--- src/rtl/vram_arb_pkg.sv ---
// vram_arb_pkg: shared constants and types for the VRAM port arbiter
package vram_arb_pkg;
    localparam int VRAM_WORDS = 600;
    typedef enum logic {IDLE, RD_RET} arb_state_t;
    typedef enum logic [1:0] {GNT_NONE, GNT_VID, GNT_AVL} gnt_t;
endpackage

--- src/rtl/vram_arb_starve_ctr.sv ---
// vram_arb_starve_ctr: saturating count of cycles a pending Avalon access went ungranted
module vram_arb_starve_ctr (
    input  logic       i_clk,
    input  logic       i_rst_n,
    input  logic       i_inc,
    input  logic       i_clr,
    input  logic [3:0] i_limit,
    output logic       o_at_limit
);
    logic [3:0] r_cnt;
    always_ff @(posedge i_clk or negedge i_rst_n)
        if (!i_rst_n) r_cnt <= 4'd0;
        else if (i_clr) r_cnt <= 4'd0;
        else if (i_inc && r_cnt != i_limit) r_cnt <= r_cnt + 4'd1;
    assign o_at_limit = r_cnt == i_limit;
endmodule

--- src/rtl/vram_port_arbiter.sv ---
// vram_port_arbiter: single-port VRAM arbiter between video character fetch and Avalon-MM,
// video wins by default and a starvation counter bounds the Avalon wait.
module vram_port_arbiter #(
    parameter int ADDR_W       = 12,
    parameter int VRAM_WORDS   = vram_arb_pkg::VRAM_WORDS,
    parameter int STARVE_LIMIT = 4
) (
    input  logic              CLK,
    input  logic              RESET_N,
    input  logic              AVL_CS,
    input  logic              AVL_READ,
    input  logic              AVL_WRITE,
    input  logic [3:0]        AVL_BYTE_EN,
    input  logic [ADDR_W-1:0] AVL_ADDR,
    input  logic [31:0]       AVL_WRITEDATA,
    output logic [31:0]       AVL_READDATA,
    output logic              AVL_WAITREQUEST,
    input  logic              VID_REQ,
    input  logic [9:0]        VID_ADDR,
    output logic              VID_GNT,
    output logic              VID_VALID,
    output logic [31:0]       VID_DATA,
    output logic [ADDR_W-1:0] RAM_ADDR,
    output logic [3:0]        RAM_BYTEENA,
    output logic [31:0]       RAM_DATA,
    output logic              RAM_WREN,
    input  logic [31:0]       RAM_Q
);
    import vram_arb_pkg::*;

    arb_state_t r_state;
    logic       r_vid_valid;
    gnt_t       w_gnt;
    logic       w_req, w_idle, w_in_range, w_pend, w_oor, w_at_limit, w_avl_gnt, w_avl_wr, w_complete;

    assign w_req      = AVL_CS & (AVL_READ | AVL_WRITE);
    assign w_idle     = r_state == IDLE;
    assign w_in_range = 32'(AVL_ADDR) < VRAM_WORDS;
    assign w_pend     = w_req & w_idle & w_in_range;
    // Grants and out-of-range completion are suppressed while reset is held
    assign w_oor      = RESET_N & w_req & w_idle & ~w_in_range;
    assign w_gnt      = !RESET_N               ? GNT_NONE :
                        (w_pend && w_at_limit) ? GNT_AVL  :
                        VID_REQ                ? GNT_VID  :
                        w_pend                 ? GNT_AVL  : GNT_NONE;
    assign w_avl_gnt  = w_gnt == GNT_AVL;
    assign w_avl_wr   = w_avl_gnt & AVL_WRITE;
    assign w_complete = w_avl_wr | w_oor | (r_state == RD_RET);

    assign AVL_WAITREQUEST = w_req & ~w_complete;
    assign AVL_READDATA    = (r_state == RD_RET) ? RAM_Q : 32'd0;
    assign VID_GNT         = w_gnt == GNT_VID;
    assign VID_VALID       = r_vid_valid;
    assign VID_DATA        = RAM_Q;
    assign RAM_WREN        = w_avl_wr;
    assign RAM_ADDR        = VID_GNT ? ADDR_W'(VID_ADDR) : w_avl_gnt ? AVL_ADDR : '0;
    assign RAM_BYTEENA     = w_avl_wr ? AVL_BYTE_EN : 4'd0;
    assign RAM_DATA        = w_avl_wr ? AVL_WRITEDATA : 32'd0;

    vram_arb_starve_ctr u_starve (
        .i_clk      (CLK),
        .i_rst_n    (RESET_N),
        .i_inc      (w_pend & ~w_avl_gnt),
        .i_clr      (~w_pend | w_avl_gnt),
        .i_limit    (4'(STARVE_LIMIT)),
        .o_at_limit (w_at_limit)
    );

    always_ff @(posedge CLK or negedge RESET_N)
        if (!RESET_N) begin
            r_state     <= IDLE;
            r_vid_valid <= 1'b0;
        end else begin
            r_state     <= (w_idle && w_avl_gnt && !AVL_WRITE) ? RD_RET : IDLE;
            r_vid_valid <= VID_GNT;
        end
endmodule
--- config.mk ---
export PLATFORM = sky130hd
export DESIGN_NAME = vram_port_arbiter
export DESIGN_NICKNAME = d
export VERILOG_FILES = /design/src/rtl/vram_arb_pkg.sv /design/src/rtl/vram_arb_starve_ctr.sv /design/src/rtl/vram_port_arbiter.sv
export SDC_FILE = /design/constraint.sdc
export NUM_CORES = 1
export LEC_CHECK = 0
export CAP_MARGIN = 20
export CORE_AREA = 2 2 83 85
export DETAILED_ROUTE_END_ITERATION = 8
export DIE_AREA = 0 0 85 87
export MAX_ROUTING_LAYER = met4
export PLACE_DENSITY = 0.79
export SETUP_SLACK_MARGIN = 0.5
export SLEW_MARGIN = 20
export SYNTH_ARGS = -nofsm -noshare
export SYNTH_HDL_FRONTEND = slang
export SYNTH_SLANG_ARGS = --single-unit
export TNS_END_PERCENT = 1
--- constraint.sdc ---
create_clock -name CLK -period 5.9 [get_ports CLK]
set_input_delay 1.18 -clock CLK [delete_from_list [all_inputs] [get_ports CLK]]
set_output_delay 1.18 -clock CLK [all_outputs]
set_load 0.1 [all_outputs]
# After elaboration in Yosys (flattened, before gate mapping)
# Cells that the tools add are included.
# Widths: inputs -> output; s select.
[classes] n_bitwise=18 n_eq_ne=4 n_mux=12 n_addsub=1 n_reduce_logical=6 order_cmp=1
[ops] op="$mux 32" n=2
[ops] op="$mux 12" n=2
[ops] op="$lt 12x10->1 const B" n=1
[ops] op="$mux 4" n=3
[ops] op="$and 1x1->1" n=9
[ops] op="$mux 2" n=4
[ops] op="$not 1->1" n=5
[ops] op="$add 4x1->4 const B" n=1
[ops] op="$eq 4x3->1 const B" n=1
[ops] op="$logic_and 1x1->1" n=4
[ops] op="$ne 4x3->1 const B" n=1
[ops] op="$or 1x1->1" n=4
[ops] op="$eq 2x1->1 const B" n=1
[ops] op="$eq 2x2->1 const B" n=1
[ops] op="$reduce_bool 2->1" n=1
[ops] op="$logic_not 1->1" n=1
[ops] op="$mux 1" n=1
[word_totals] output_inout_bits=116 input_bits=96 regBits=6 elab_cells=45

# Depth between registers and ports, before layout
# Gate-level depths: netlist of run 1.
[logic_depth] depth_word=14 depth_mapped=9 depth_no_buf=6

# Cells and area by module
# A second synthesis of run 1 with hierarchy kept.
[unflattened] hier_cells=170 area_unflattened_um2=1333.8
[modules_own_cells] mod="vram_port_arbiter" seq_area_each_um2=50.0 area_each_um2=1069.8 cells_per_inst=147 n_inst=1
[modules_own_cells] mod="vram_arb_starve_ctr" seq_area_each_um2=100.1 area_each_um2=264.0 cells_per_inst=23 n_inst=1

# Worst setup path before layout of run 1
# Ideal clock, no wire load.
[synth_timing] kind="input to output" startpoint="in AVL_ADDR[3]" endpoint="out RAM_ADDR[1]" stages=5 arrival_ps=3603 required_ps=4720 path_slack_ps=1117 path_buffers=1 cell_sequence="and3_1 -> o21ai_0 -> a31oi_1 -> clkbuf_1 -> a22o_1"
[synth_via] elab_cells_between_ends=11 cone_classes="order compare (1); eq/ne (2); mux (6); bitwise (1); reduce/logical (1)"
[synth_lines] item="from (decl)" line="vram_port_arbiter.sv:14" source="input logic [ADDR_W-1:0] AVL_ADDR,"
[synth_lines] item="$lt 12x10->1 (*)" line="vram_port_arbiter.sv:38" source="assign w_in_range = 32'(AVL_ADDR) < VRAM_WORDS;"
[synth_lines] item="$and 1x1->1 (*)" line="vram_port_arbiter.sv:39" source="assign w_pend = w_req & w_idle & w_in_range;"
[synth_lines] item="$mux 2" line="vram_port_arbiter.sv:45" source="w_pend ? GNT_AVL : GNT_NONE;"
[synth_lines] item="$mux 2" line="vram_port_arbiter.sv:44" source="VID_REQ ? GNT_VID :"
[synth_lines] item="$mux 2 (*)" line="vram_port_arbiter.sv:43" source="(w_pend && w_at_limit) ? GNT_AVL :"
[synth_lines] item="$mux 2 (*)" line="vram_port_arbiter.sv:42" source="assign w_gnt = !RESET_N ? GNT_NONE :"
[synth_lines] item="$eq 2x1->1 (*)" line="vram_port_arbiter.sv:52" source="assign VID_GNT = w_gnt == GNT_VID;"
[synth_lines] item="via VID_GNT" line="vram_port_arbiter.sv:20" source="output logic VID_GNT,"
[synth_lines] item="$mux 12 (*)" line="vram_port_arbiter.sv:56" source="assign RAM_ADDR = VID_GNT ? ADDR_W'(VID_ADDR) : w_avl_gnt ? AVL_ADDR : '0;"
[synth_lines] item="to (decl)" line="vram_port_arbiter.sv:23" source="output logic [ADDR_W-1:0] RAM_ADDR,"
# The timed path passes the listed nets; every way through them passes the cells marked *.

# Worst setup path in the final report of run 1
[layout_timing] startpoint="in AVL_ADDR[5]" endpoint="out AVL_WAITREQUEST"
[layout_via] elab_chain_len=12 elab_cells_between_ends=15 cone_classes="order compare (1); eq/ne (1); mux (4); bitwise (8); reduce/logical (1)"
[layout_lines] item="$lt 12x10->1 (*)" line="vram_port_arbiter.sv:38"
[layout_lines] item="$and 1x1->1" line="vram_port_arbiter.sv:39"
[layout_lines] item="$mux 2" line="vram_port_arbiter.sv:45"
[layout_lines] item="$mux 2" line="vram_port_arbiter.sv:44"
[layout_lines] item="$mux 2" line="vram_port_arbiter.sv:43"
[layout_lines] item="$mux 2" line="vram_port_arbiter.sv:42"
[layout_lines] item="$eq 2x2->1" line="vram_port_arbiter.sv:46" source="assign w_avl_gnt = w_gnt == GNT_AVL;"
[layout_lines] item="$and 1x1->1" line="vram_port_arbiter.sv:47" source="assign w_avl_wr = w_avl_gnt & AVL_WRITE;"
[layout_lines] item="$or 1x1->1 (*) (2 in series)" line="vram_port_arbiter.sv:48" source="assign w_complete = w_avl_wr | w_oor | (r_state == RD_RET);"
[layout_lines] item="$not 1->1 (*)" line="vram_port_arbiter.sv:50" source="assign AVL_WAITREQUEST = w_req & ~w_complete;"
[layout_lines] item="$and 1x1->1 (*)" line="vram_port_arbiter.sv:50"
[layout_lines] item="to (decl)" line="vram_port_arbiter.sv:17" source="output logic AVL_WAITREQUEST,"
# Mark *: on every way between the ends. The rest lies on a longest branch, timed or not.

==> results of run 1 <==
## cells by family after synthesis
logic type	Yosys count	share of synthesized area, %
adder cells (fa/ha/maj)	2	2.07
multiplexers	1	0.827
other	1	0.310
flip-flops	6	12.4
XOR/XNOR	3	2.17
buffers and inverters	46	26.5
AO/OA/AOI/OAI	16	10.3
AND/OR/NAND/NOR	87	45.4
## final cells by class
| type | count | share of cell area (%) |
|---|---|---|
| clock buffer | 3 | 1.36 |
| inverter | 3 | 0.371 |
| multi-input combinational | 111 | 24.8 |
| sequential | 6 | 4.95 |
| tap | 80 | 3.30 |
| timing repair buffer | 210 | 65.2 |
## metal layers
| metal | global-route usage (%) | vias up | part of all wire, % |
|---|---|---|---|
| li1 | - | 831 | - |
| met1 | 13.6 | 709 | 37 |
| met2 | 23.8 | 108 | 53 |
| met3 | 2.84 | 5 | 9.4 |
| met4 | 3.03 | 0 | 0.94 |
| met5 | - | - | 0 |
## critical path, cell delays in order
cell,delay (ns)
sky130_fd_sc_hd__clkdlybuf4s50_1,0.43
sky130_fd_sc_hd__a211o_1,0.31
sky130_fd_sc_hd__o21ai_0,0.31
sky130_fd_sc_hd__a21oi_1,0.11
sky130_fd_sc_hd__nor2_1,0.11
sky130_fd_sc_hd__clkdlybuf4s50_1,1.14
## state kept, by name, summed over array words and instances, names as in the netlist
name and count:
u_starve.r_cnt 4, r_state 1, VID_VALID 1
## synth_stat cells
master	number	area share, %
sky130_fd_sc_hd__a211o_1	1	0.72
sky130_fd_sc_hd__a21oi_1	1	0.41
sky130_fd_sc_hd__a22o_1	10	7.2
sky130_fd_sc_hd__a31oi_1	1	0.52
sky130_fd_sc_hd__and2_1	68	35
sky130_fd_sc_hd__and3_1	1	0.52
sky130_fd_sc_hd__and3b_1	1	0.72
sky130_fd_sc_hd__buf_2	1	0.41
sky130_fd_sc_hd__buf_4	35	22
sky130_fd_sc_hd__buf_6	2	1.9
sky130_fd_sc_hd__clkbuf_1	5	1.6
sky130_fd_sc_hd__conb_1	1	0.31
sky130_fd_sc_hd__dfrtp_1	6	12
sky130_fd_sc_hd__ha_1	2	2.1
sky130_fd_sc_hd__inv_1	3	0.93
sky130_fd_sc_hd__mux2i_1	1	0.83
sky130_fd_sc_hd__nand2_1	1	0.31
sky130_fd_sc_hd__nand2b_4	1	1.1
sky130_fd_sc_hd__nand3_1	2	0.83
sky130_fd_sc_hd__nor2_1	6	1.9
sky130_fd_sc_hd__nor3_1	2	0.83
sky130_fd_sc_hd__nor3_2	1	0.83
sky130_fd_sc_hd__nor4_1	2	1.0
sky130_fd_sc_hd__nor4b_2	1	1.2
sky130_fd_sc_hd__o21a_1	1	0.62
sky130_fd_sc_hd__o21ai_0	1	0.41
sky130_fd_sc_hd__o21ai_1	1	0.41
sky130_fd_sc_hd__or4_4	1	0.93
sky130_fd_sc_hd__xnor2_1	1	0.72
sky130_fd_sc_hd__xor2_1	2	1.4
## path summary, 6_finish.rpt
kind / endpoint / slack, ns / cells after the start
worst max-delay path: AVL_WAITREQUEST / 1.13 / 6
worst min-delay path: u_starve.r_cnt[1] / 0.58 / 2
worst max register to register: VID_VALID / 3.81 / 3
worst min register to register: u_starve.r_cnt[1] / 0.58 / 2
max in group asynchronous: u_starve.r_cnt[2] / 4.41 / 1
min in group asynchronous: u_starve.r_cnt[0] / 1.24 / 1
## through the flow
step / utilization [%] / hold slack (ns) / setup WS [ns] / std cells / power (µW)
finish: 46.2 / 0.585 / 1.13 / 413 / 349
global route: 46.2 / 0.614 / 1.03 / 413 / 362
CTS: 46.2 / 0.585 / 1.12 / 413 / 352
detailed placement: 45.6 / 0.577 / 1.12 / 410 / 290
global placement: 45.6 / 0.561 / 1.16 / 410 / 288
floorplan: - / 0.539 / 1.12 / 163 / 206
## power by group
group          leakage (µW)  internal, µW  switching (µW)  total (µW)
clock network     0.0000216          43.7            16.4        60.2
logic               0.00122          86.4             160         246
registers         0.0000826          42.0           0.478        42.5
total               0.00132           172             177         349
==> reports/results.txt, run 1 <==
From left edge to right edge, the die measures 85 µm. The tightest min-delay check is of the reg -> reg type. In the layout the commonest cells are sky130_fd_sc_hd__clkdlybuf4s50_1 (161), sky130_fd_sc_hd__and2_1 (68), sky130_fd_sc_hd__buf_4 (49). The worst setup path is of the in -> out kind. At the worst endpoint, the arrival time is 3.59 ns. Tracing the worst setup path back leads to its startpoint at AVL_ADDR[5].

The run gives 12.7% as the total routing resource utilization after global routing. The first detailed-routing pass ran for 2 iterations. In this run the most critical hold path is launched from u_starve.r_cnt[1]. Number of buffers added to fix hold violations after cts: 0.

Once the clock tree was built, the resizer swapped 0 gates to a different size. For the pin with the worst max-slew slack, the measured transition is 1.01 ns. The library cell used most frequently in the layout, excluding fill and tap cells, is sky130_fd_sc_hd__clkdlybuf4s50_1. Derived from the worst setup path, the maximum achievable clock frequency is 210 MHz. The height of the die is 87 µm, and the share of final-layout standard cells stronger than drive strength 1 is 16.8%.

The tool flagged a number of max-cap violations equal to 0. For this run, the post-layout net count is 433. The logs give 162 for the post-synthesis instance total and 0.22 ns for the clock latency on the worst-skew pair.

The logs give 0 for the number of endpoints with negative hold slack in the final report and 4670 µm for the sum of net half-perimeters after detailed placement. The final count of pins violating max slew was 0; the count of buffers from port buffering was 209. The tree built by TritonCTS fans out to 6 sinks. The number of buffers between clock root and the deepest sink was 2; the largest fanout on the critical path was 3. The number of vias after detailed routing is 1,653, and the number of global-route vias before repair is 1,532. Kind of capture point of the worst setup path: an output port. With fillers left out, the area of the finished cells amounts to 3030 µm². After clock tree synthesis, the clock-pin slew on the worst setup and hold paths is 0.03 ns. The pin count of the biggest net entering global routing came out at 38. The tools report the buffer cell driving the clock tree root as sky130_fd_sc_hd__clkbuf_8.

The run finished with clean final reports. The detail route stage leaves a number of antenna-violating nets equal to 0. For this run, the number of Yosys warnings is 0. Routed wire length per instance: 12.9 µm. The combined area of the multi-input logic cells is 752 µm², and the post-synth design cell area is 1210 µm². In this run the core area contains 30 standard-cell rows.

The area growth from synthesis to layout was 151%; the number of remaining DRC errors was 0. The worst setup path is launched from an input port. The synthesized area per cell is 7.47 µm², and the standard cell area after detailed placement is 2990 µm². Setup repair after global routing left no endpoint under its margin. In this run, the number of DRC markers left after iteration 0 of detailed routing was 26. The logs give 0.00132 µW for the leakage power and 6570 µm² for the placeable core area. The fill cell instance count of the final layout was 632; the final critical-path required period was 4.77 ns. Average vias per placed instance: 4.00. The congestion estimate from routability-driven global placement came to 0.745. The final routed wirelength across all metal layers is 5320 µm. TritonCTS built the clock tree. The required time of the critical path is 4.72 ns, and the period utilization is 80.9%. The number of buffers created by CTS came out at 3. The initial utilization of the core area, before any placement, comes to 18.4%. The die covers 7400 µm². The logs give 0 for the number of antenna violations at the first check in global routing and 0 for the total overflow reported by the global router. The sequential cells in the finished layout cover a total of 150 µm².

Setup violations remaining at the end of the flow were counted as 0. The first global-routing pass estimated 7490 µm of wire. The summed negative setup slack over all endpoints came out at 0 ns. The worst pin sits at a relative slew slack of 32.7%. The logs give 0.105 mV for the peak ir drop on the vdd network and 0 for the antenna diode count.

The tools report the startpoint of the most critical register-to-register path as r_state. Post-CTS setup buffer count: 0. For the unique cell type count in the Yosys netlist, the log shows 30. In this run the count of I/O pins placed on the die edge is 212. The clock arrives with 0.00117 ns of skew. Synthesis inferred 6 register bits. Sequential cells were found to cover 12.4% of the synthesized design area. The CTS H-tree depth is 1, and the power density over the cells is 115 nW/µm².
Power figures use the tool's default switching activity.
==> run 2, diff against run 1 <==
--- a/config.mk
+++ b/config.mk
@@ -6,11 +6,11 @@
 export NUM_CORES = 1
 export LEC_CHECK = 0
 export CAP_MARGIN = 20
-export CORE_AREA = 2 2 83 85
+export CORE_AREA = 2 2 82 84
 export DETAILED_ROUTE_END_ITERATION = 8
-export DIE_AREA = 0 0 85 87
+export DIE_AREA = 0 0 84 86
 export MAX_ROUTING_LAYER = met4
-export PLACE_DENSITY = 0.79
+export PLACE_DENSITY = 0.81
 export SETUP_SLACK_MARGIN = 0.5
 export SLEW_MARGIN = 20
 export SYNTH_ARGS = -nofsm -noshare
==> constraint.sdc (replaced) <==
create_clock -name CLK -period 4.5 [get_ports CLK]
set_input_delay 0.9 -clock CLK [delete_from_list [all_inputs] [get_ports CLK]]
set_output_delay 0.9 -clock CLK [all_outputs]
set_load 0.1 [all_outputs]
==> run 2 against run 1 <==
Cell area rose by 15%. Routed wire length up 14%. Power grew 35%. Non-clock buffer count is the same. Combinational power rose by 37%. Largest cell class unchanged.
==> reports/results.txt, run 2 (same netlist as run 1, synthesis figures left out) <==
The run gives 8960 µm (+20%) as the global-route wire length before repair. The number of buffers created by CTS came out at 3 (unchanged). The tree is rooted in a sky130_fd_sc_hd__clkbuf_8. For the number of global-route vias before repair, the log shows 1,709 (+12%).

Count of final setup violators: 0 (unchanged). The critical-path cell with the highest stage delay was sky130_fd_sc_hd__or4_4. The startpoint identified for the worst register-to-register timing path is r_state.

The height of the die was 86 µm (-1.1%); the final critical-path required period was 3.92 ns. The relative slew slack came out at 34.7% (+2.0 points). The area growth from synthesis to layout is 188%. For the sum of net half-perimeters after detailed placement, the log shows 5380 µm (+15%). Summed negative setup slack over all endpoints: 0 ns (unchanged). Most flop-heavy register: u_starve.r_cnt. In this run the critical register-to-register path is captured at VID_VALID. The final routed wirelength across all metal layers was 6040 µm (+14%). The tools report the final weighted congestion of routability-driven global placement as 0.829 (+11%).

The endpoint of the worst hold-timing path was u_starve.r_cnt[1]. After layout, the worst path uses 87.2% of the clock period. The CTS H-tree depth was 1 (unchanged); the total overflow reported by the global router was 0 (unchanged). The placeable core area was 6280 µm² (-4.4%).

The tools report the peak ir drop on the vdd network as 0.130 mV (+24%). The number of maximum-capacitance violations was 0 (unchanged); the share of final-layout standard cells stronger than drive strength 1 was 36.6% (+20 points). The tools report the worst clock skew as 0.00152 ns (+0.000358 ns).

The count of nets left with antenna violations after detail routing is 0 (unchanged). The tools report the kind of capture point of the worst setup path as an output port. The post-CTS setup buffer count came out at 0 (unchanged).

Average vias per placed instance: 4.14 (+3.5%). The run finished with clean final reports. Required time of the critical path: 3.60 ns (-1.12 ns). The number of vias after detailed routing was 1,699 (+2.8%). The element type at the critical path start is an input port. The leakage power is 0.00156 µW (+18%), and the number of cells on the worst hold path is 2 (unchanged). The initial cell density of the core came out at 19.3% (+0.86 points). For this run, the top clock speed supported by timing is 255 MHz. The worst setup path is of the in -> out kind. The run gives 0 (unchanged) as the number of antenna violations at the first check in global routing. For the number of rows in the core area, the log shows 29 (-3.3%). Count of buffers from port buffering: 209 (unchanged).

The width of the die is 84 µm (-1.2%). The final-stage net count came out at 433 (unchanged). The run gives 0.22 ns (about the same) as the clock latency on the worst-skew pair. Walking the worst path, the cells encountered are clkdlybuf4s50_1 -> nand2b_4 -> or4_4 -> nor4b_4 -> buf_4 -> and2_1 -> buf_12.

The depth of the worst register-to-register path is 3 (unchanged), and the die area is 7220 µm² (-2.3%). TritonCTS built the clock tree. The number of detailed-route iterations in the first pass was 4 (+2); the clock-pin slew on the worst setup and hold paths was 0.04 ns (about the same). Setup repair after global routing could not meet its margin everywhere.

The slew at the pin closest to its max-slew limit works out to 0.976 ns (-0.0299 ns). The largest fanout on the critical path was 38 (+35); the violation count after the first detailed-route iteration was 21 (-19%). The overall power consumption is 473 µW (+35%), and the worst reg-to-reg setup slack is 2.49 ns (-1.32 ns). The run gives 39 (+2.6%) as the pin count of the biggest net entering global routing. In the layout the commonest cells are sky130_fd_sc_hd__clkdlybuf4s50_1 (96), sky130_fd_sc_hd__and2_1 (68), sky130_fd_sc_hd__buf_4 (66). The number of clock sinks came out at 6 (unchanged).

The run gives 15.9% (+3.2 points) as the total routing resource utilization after global routing. Antenna diode count: 0 (unchanged). The tightest min-delay check is of the reg -> reg type.

The tools report the number of buffers between clock root and the deepest sink as 2 (unchanged). The run gives 3.02 ns (-0.57 ns) as the arrival time at the worst endpoint. The tools report the count of boundary I/O pins as 212 (unchanged). The worst hold path begins at u_starve.r_cnt[1].

The routed wire length per instance is 14.7 µm (+14%). The number of flip-flops in the largest register is 4 (unchanged). Largest stage delay on the critical path: 0.53 ns (-0.61 ns). The run gives 0 (unchanged) as the number of remaining DRC errors. The commonest non-fill, non-tap cell in the layout is sky130_fd_sc_hd__clkdlybuf4s50_1. The power density over the cells was 136 nW/µm² (+18%); the number of endpoints with negative hold slack in the final report was 0 (unchanged). The final count of pins violating max slew came out at 0 (unchanged).
run 2: cell count changes in the layout (fill, tap and decap cells not counted), sizes merged:
| cell | change |
|---|---|
| clkdlybuf4s50 | -65 |
| buf | +65 |
run 2: how the worst max path moves through the flow:
| stage | from | endpoint | cells past startpoint | slack [ns] |
|---|---|---|---|---|
| 2_1_floorplan | AVL_ADDR[11] | RAM_DATA[23] | 4 | 0.57 |
| 3_3_place_gp | AVL_ADDR[3] | RAM_ADDR[3] | 6 | 0.57 |
| 3_5_place_dp | AVL_ADDR[3] | RAM_ADDR[1] | 6 | 0.45 |
| 4_1_cts | AVL_CS | RAM_ADDR[1] | 6 | 0.56 |
| 5_1_grt | AVL_CS | RAM_DATA[28] | 7 | 0.49 |
| 6_report | AVL_CS | RAM_DATA[4] | 7 | 0.58 |
run 2: power by group:
group / leakage, µW / total [µW] / switching, µW / internal (µW)
clock network: 0.0000216 / 79.9 / 22.5 / 57.4
registers: 0.0000826 / 55.7 / 0.714 / 55.0
logic: 0.00146 / 337 / 215 / 122
run 2: metrics by stage:
stage               worst slack [ns]  instances  hold WS [ns]  utilization (%)  area, µm²
floorplan                      0.565        163         0.539                -       1210
global placement               0.569        407         0.564             54.6       3430
detailed placement             0.454        407         0.581             54.6       3430
CTS                            0.558        410         0.592             55.4       3470
global route                   0.489        410         0.620             55.5       3480
finish                         0.577        410         0.588             55.5       3480
run 2: layer usage:
layer	global-route usage (%)	vias up	share of wire (%)
li1	-	830	-
met1	16.2	747	34
met2	31.2	114	56
met3	3.37	8	8.6
met4	3.52	0	0.91
met5	-	-	0
run 2: final cells by class:
type	instances	area [µm²]
Inverter	3	11.3
Fill cell	553	2800
Timing Repair Buffer	210	2420
Clock buffer	3	41.3
Multi-Input combinational cell	111	764
Tap cell	77	96.3
Sequential cell	6	150
run 2: what timing repair did:
item	in CTS	in global routing
gates resized for setup	1	1
hold buffers	0	0
setup endpoints to repair	10	6
hold endpoints to repair	0	0
run 2: critical path, delay by kind of cell:
family                 cells  cell delay [ns]
and+or+nand+nor            4             1.07
buffers and inverters      3             1.04
